File: src/rtl/keypad_pkg.sv
// keypad_pkg: shared keypad geometry, key ids, FSM/frame enums and frame helpers.
package keypad_pkg;
    localparam int NUM_ROWS = 4;
    localparam int NUM_COLS = 4;
    localparam int FRAME_W  = NUM_ROWS * NUM_COLS;
    localparam logic [3:0] KEY_ZERO    = 4'd12;
    localparam logic [3:0] KEY_START   = 4'd13;
    localparam logic [3:0] KEY_CLEAR   = 4'd14;
    localparam logic [3:0] KEY_CONFIRM = 4'd15;
    typedef enum logic [1:0] {IDLE, PRESS_DB, HELD, RELEASE_DB} state_e;
    typedef enum logic [1:0] {NONE, SINGLE, MULTI} frame_class_e;
    // x & (x-1) clears the lowest set bit, so a zero result means exactly one key
    function automatic frame_class_e classify(input logic [FRAME_W-1:0] f);
        return f == '0 ? NONE : (f & (f - 1'b1)) == '0 ? SINGLE : MULTI;
    endfunction
    // Frame bit index is {col,row}, which is exactly the key id
    function automatic logic [3:0] first_key(input logic [FRAME_W-1:0] f);
        logic [3:0] id;
        id = '0;
        for (int i = FRAME_W - 1; i >= 0; i--)
            if (f[i]) id = 4'(i);
        return id;
    endfunction
endpackage

File: src/rtl/keypad_col_scan.sv
// keypad_col_scan: row synchronizer, column dwell/rotation and 16-bit frame assembly.
module keypad_col_scan
    import keypad_pkg::*;
#(
    parameter int SCAN_DIV = 50000
) (
    input  logic                clk,
    input  logic                rst_n,
    input  logic [NUM_ROWS-1:0] row_n,
    output logic [NUM_COLS-1:0] col_n,
    output logic [FRAME_W-1:0]  frame,
    output logic                frame_done
);
    localparam int DW = $clog2(SCAN_DIV);
    localparam logic [DW-1:0] DWELL_LAST = DW'(SCAN_DIV - 1);
    logic [NUM_ROWS-1:0] row_meta, row_sync;
    logic [DW-1:0] dwell;
    logic [1:0] col_idx;
    logic [FRAME_W-NUM_ROWS-1:0] acc;
    logic sample;
    assign sample = dwell == DWELL_LAST;
    assign col_n = ~(NUM_COLS'(1) << col_idx);
    always_ff @(posedge clk or negedge rst_n) begin
        if (!rst_n) begin
            row_meta   <= '1;
            row_sync   <= '1;
            dwell      <= '0;
            col_idx    <= '0;
            acc        <= '0;
            frame      <= '0;
            frame_done <= 1'b0;
        end else begin
            {row_sync, row_meta} <= {row_meta, row_n};
            dwell      <= sample ? '0 : dwell + 1'b1;
            frame_done <= sample && col_idx == 2'd3;
            if (sample) begin
                col_idx <= col_idx + 1'b1;
                // Last column goes straight into the published frame
                if (col_idx == 2'd3) frame <= {~row_sync, acc};
                else acc[col_idx*NUM_ROWS +: NUM_ROWS] <= ~row_sync;
            end
        end
    end
endmodule

File: src/rtl/keypad_scanner.sv
// keypad_scanner: scans a 4x4 keypad, classifies each frame and debounces
// presses/releases into a single keydown pulse with a stable key_id.
module keypad_scanner
    import keypad_pkg::*;
#(
    parameter int SCAN_DIV       = 50000,
    parameter int DEBOUNCE_SCANS = 5
) (
    input  logic                clk,
    input  logic                rst_n,
    output logic [NUM_COLS-1:0] col_n,
    input  logic [NUM_ROWS-1:0] row_n,
    output logic                keydown,
    output logic [3:0]          key_id,
    output logic                key_held
);
    localparam int CW = $clog2(DEBOUNCE_SCANS + 1);
    localparam logic [CW-1:0] DB_LAST = CW'(DEBOUNCE_SCANS - 1);
    localparam logic [CW-1:0] DB_ONE  = CW'(1);
    localparam bit INSTANT = DEBOUNCE_SCANS == 1;
    logic [FRAME_W-1:0] frame;
    logic frame_done, accept, done;
    frame_class_e fclass;
    logic [3:0] fid, cand, cand_nx;
    logic [CW-1:0] db_cnt, db_nx;
    state_e state, state_nx;
    keypad_col_scan #(.SCAN_DIV(SCAN_DIV)) u_scan (
        .clk(clk),
        .rst_n(rst_n),
        .row_n(row_n),
        .col_n(col_n),
        .frame(frame),
        .frame_done(frame_done)
    );
    assign fclass = classify(frame);
    assign fid    = first_key(frame);
    always_ff @(posedge clk or negedge rst_n) begin
        if (!rst_n) begin
            state   <= IDLE;
            cand    <= '0;
            db_cnt  <= '0;
            key_id  <= '0;
            keydown <= 1'b0;
        end else begin
            state   <= state_nx;
            cand    <= cand_nx;
            db_cnt  <= db_nx;
            keydown <= accept;
            if (accept) key_id <= cand_nx;
        end
    end
    // db_cnt is cleared on every exit, so it never climbs past DEBOUNCE_SCANS-1
    always_comb begin
        state_nx = state;
        cand_nx  = cand;
        db_nx    = db_cnt;
        accept   = 1'b0;
        done     = db_cnt >= DB_LAST;
        if (frame_done) begin
            case (state)
                IDLE: if (fclass == SINGLE) begin
                    cand_nx  = fid;
                    accept   = INSTANT;
                    state_nx = INSTANT ? HELD : PRESS_DB;
                    db_nx    = INSTANT ? '0 : DB_ONE;
                end
                PRESS_DB: if (fclass == SINGLE && fid == cand) begin
                    accept   = done;
                    state_nx = done ? HELD : PRESS_DB;
                    db_nx    = done ? '0 : db_cnt + 1'b1;
                end else if (fclass == SINGLE) begin
                    cand_nx = fid;
                    db_nx   = DB_ONE;
                end else begin
                    state_nx = IDLE;
                    db_nx    = '0;
                end
                HELD: if (fclass == NONE) begin
                    state_nx = INSTANT ? IDLE : RELEASE_DB;
                    db_nx    = INSTANT ? '0 : DB_ONE;
                end
                RELEASE_DB: if (fclass == NONE) begin
                    state_nx = done ? IDLE : RELEASE_DB;
                    db_nx    = done ? '0 : db_cnt + 1'b1;
                end else begin
                    state_nx = HELD;
                    db_nx    = '0;
                end
                default: state_nx = IDLE;
            endcase
        end
    end
    always_comb begin
        key_held = state == HELD || state == RELEASE_DB;
    end
endmodule

File: config.mk
export PLATFORM = sky130hd
export DESIGN_NAME = keypad_scanner
export DESIGN_NICKNAME = d
export VERILOG_FILES = /design/src/rtl/keypad_pkg.sv /design/src/rtl/keypad_col_scan.sv /design/src/rtl/keypad_scanner.sv
export SDC_FILE = /design/constraint.sdc
export NUM_CORES = 1
export LEC_CHECK = 0
export ABC_AREA = 0
export CAP_MARGIN = 20
export CORE_AREA = 10 10 99 101
export CTS_CLUSTER_DIAMETER = 150
export DETAILED_ROUTE_END_ITERATION = 16
export DIE_AREA = 0 0 109 111
export PLACE_DENSITY_LB_ADDON = 0.25
export SETUP_SLACK_MARGIN = 0.4
export SYNTH_ARGS = -nofsm -noshare
export SYNTH_HDL_FRONTEND = slang
export SYNTH_SLANG_ARGS = --single-unit
File: constraint.sdc
create_clock -name clk -period 2.9 [get_ports clk]
set_input_delay 0.87 -clock clk [delete_from_list [all_inputs] [get_ports clk]]
set_output_delay 0.87 -clock clk [all_outputs]
set_load 0.02 [all_outputs]
==> results.txt, run 1 <==
nets@finish: 371
Reg clk slew, reported paths: 0.08 ns
met3 Use GR: 2.79%
Yosys warning count: 0
sequential share of the synthesized area: 50.7%
row count: 33
fmax: 0.394 GHz
Mean Syn Cell Area: 10.8 um^2
Worst-Margin Slew: 0.532 ns
switching share of power: 21.4%
Lkg Pwr: 1.97 nW
Psw: 398 uW
fin crit share: 87.6%
Hold EP: u_scan.row_sync[3]
Fin. Hold Viols: 0
root buffer cell: clkbuf_8
MaxCap Viol Count: 0
Worst R2R Setup Slack: 0.36 ns
DR iter-0 viols: 174
RSZ-0062 raised after global routing: yes
most frequent cells in the layout: dfrtp_1 (55), nor2_1 (36), mux2_2 (24), nand2_1 (22), buf_4 (21)
Setup-failing EPs final: 0
min Tclk post-route: 2.54 ns
Setup crit start kind: flop
die width: 109 um
core area: 7970 um^2
status: finished, final reports clean
share of the synthesized area in the top cell type: 44.6%
Most used DFF post-synth: dfrtp_1
Distinct cells, synth: 52
Synth Instances: 318
CP Cell Sequence: or4_4 -> nor4_4 -> o311ai_4 -> nor3_4 -> a21boi_4 -> mux2_4
DRC: 0
HPWL after DPL: 4840 um
async set-reset flop share out of synthesis: 100%
Num CTS Buffers: 9
GR Overflow Total: 0
clock power share: 46.1%
global-route wire length before repair: 11,700 um
die area: 12,100 um^2
Comb pwr share: 1.5%
ANT nets after route: 0
DR vias: 2,483
layout cells sized above 1: 30.7%
Die Ht: 111 um
drt wl/cell: 15.0 um
GRT Resource Usage Total: 11.8%
Worst VDD drop: 0.242 mV
total negative setup slack: 0 ns
commonest non-fill, non-tap cell in the layout: dfrtp_1
Placement Setup Slack: 0.188 ns
Worst Path Buf+Inv: 0
power per cell area: 443 nW/um^2
number of global-route vias before repair: 2,422
CP top delay family: simple AND/OR/NAND/NOR gates
CTS H-tree lvls: 3
Yosys top cell by area: dfrtp_1
Critical R2R Capture: cand[3]
number of port buffers: 15
clock buffer depth: 2
Seq pwr share: 52.4%
Post-synth EDFFs: 0
worst-case reg-to-reg path depth: 6
GPL Wtd Cong: 0.908
Worst path slowest cell: or4_4
worst min path class: reg2reg
CTS tree: built
CP Capture Type: flop
CP arrival: 2.77 ns
clock skew: 0.00563 ns
CP max stage delay: 0.61 ns
largest cells by area after synthesis: dfrtp_1 (45%), mux2_2 (8.9%), dfstp_2 (6.1%)
Yosys reg bits: 69
Pint: 1.47 mW
WS Path Type: reg2reg
initial antenna violation count: 0
Initial Util: 43.0%
syn nets: 332
synthesized area: 3430 um^2
GR Layer Usage met2: 17.8%
router iterations before antenna repair: 4
Hold Buf Count CTS: 0
largest net degree at the start of global routing: 49
fin. max-slew vios: 0
gr busiest metal: met2
antenna cells: 0
critical path required time: 3.12 ns
CP max FO: 6
HP Start: u_scan.row_meta[3]
area delta synth->final: 22.8%
worst setup margin: 0.359 ns
Clock Sinks: 69
Clock Latency Late Sink: 0.33 ns
Hold Path Stages: 0
wirelength, routed: 6990 um
Rel. slew slack: 64.5%
boundary pin count: 16
FF-to-FF Start: u_scan.frame[5]
vias per cell: 5.32
met1 usage: 15.6%
final cells by class:
class / instances / area (um^2)
fill: 694 / 3760
sequential: 69 / 1740
multi-input combinational: 219 / 1690
timing repair buffer: 41 / 359
tap: 105 / 131
clock buffer: 9 / 124
clock inverter: 7 / 98.8
inverter: 17 / 63.8
worst max path at each step:
stage	start	endpoint	cells past startpoint
global placement	u_scan.frame[4]	cand[3]	7
detailed placement	u_scan.frame[4]	cand[3]	6
floorplan	u_scan.frame[8]	cand[3]	7
CTS	u_scan.frame[0]	cand[3]	8
finish	u_scan.frame[5]	cand[3]	6
global route	u_scan.frame[5]	key_id[1]	7
cells by family (layout without fill, tap and decap cells):
kind of cell	after synthesis	in the layout	synth area share (%)
compound gates	45	45	9.53
xor+xnor	17	17	4.35
fa+ha+maj	9	9	3.21
buf+inv	30	74	3.62
flops	69	69	50.7
mux	30	30	9.90
simple gates	118	118	18.7
what timing repair did:
| action | in CTS | in global routing |
|---|---|---|
| setup buffers | 5 | 11 |
| resized for setup | 13 | 26 |
| endpoints found under the setup margin | 15 | 14 |
| pin swaps | 6 | 9 |
| gates cloned | 0 | 0 |
stage by stage:
step                      util (%)  cell area [um^2]  instances  hold slack [ns]  total power, mW
after global routing          52.8              4210        467            0.363             1.94
after detailed placement      46.8              3730        435            0.347             1.03
after CTS                     50.7              4040        456            0.359             1.89
after global placement        46.8              3730        435            0.345             1.02
final                         52.8              4210        467            0.357             1.86
after floorplan                  -              3430        318            0.345            0.994
synthesized netlist by cell type (all sizes together) (7+ instances only):
master  number
dfrtp       61
nor2        37
mux2        28
nand2       22
inv         17
o21ai       16
nand3       15
xor2        12
and3         8
clkbuf       8
dfstp        8
ha           8
nor3         8
nor4         7
power by group through the flow:
stage | Sequential [mW] | Combinational [mW] | Clock (mW)
floorplan | 0.993 | 0.00119 | 0
global placement | 0.995 | 0.0296 | 0
detailed placement | 0.995 | 0.0297 | 0
CTS | 0.977 | 0.0298 | 0.886
global route | 0.977 | 0.0334 | 0.926
finish | 0.977 | 0.0279 | 0.860
routing by layer:
| metal | share of wire (%) | up-vias |
|---|---|---|
| li1 | - | 1201 |
| met2 | 49 | 33 |
| met5 | 0 | - |
| met1 | 47 | 1238 |
| met4 | 1.6 | 0 |
| met3 | 2.7 | 11 |
flip-flops by register name, summed over array words and instances (netlist names), 3 cells and up:
register,cells
u_scan.dwell,16
u_scan.frame,16
u_scan.acc,12
cand,4
key_id,4
u_scan.row_meta,4
u_scan.row_sync,4
db_cnt,3
worst reg2reg max path, stage by stage (launching register included):
cell	delay (ns)
dfrtp_2	0.43
or4_4	0.61
nor4_4	0.38
o311ai_4	0.19
nor3_4	0.26
a21boi_4	0.24
mux2_4	0.31
(Power assumes the default switching activity.)
==> run 2: changes to the inputs <==
--- a/config.mk
+++ b/config.mk
@@ -8,7 +8,6 @@
 export ABC_AREA = 0
 export CAP_MARGIN = 20
 export CORE_AREA = 10 10 99 101
-export CTS_CLUSTER_DIAMETER = 150
 export DETAILED_ROUTE_END_ITERATION = 16
 export DIE_AREA = 0 0 109 111
 export PLACE_DENSITY_LB_ADDON = 0.25
==> results of run 2 <==
Final layout, timing and power as in run 1 (identical DEF).
==> run 3: changes to the inputs <==
--- a/config.mk
+++ b/config.mk
@@ -15,3 +15,4 @@
 export SYNTH_ARGS = -nofsm -noshare
 export SYNTH_HDL_FRONTEND = slang
 export SYNTH_SLANG_ARGS = --single-unit
+export TNS_END_PERCENT = 100
==> results of run 3 <==
Final layout, timing and power as in run 1 (identical DEF).
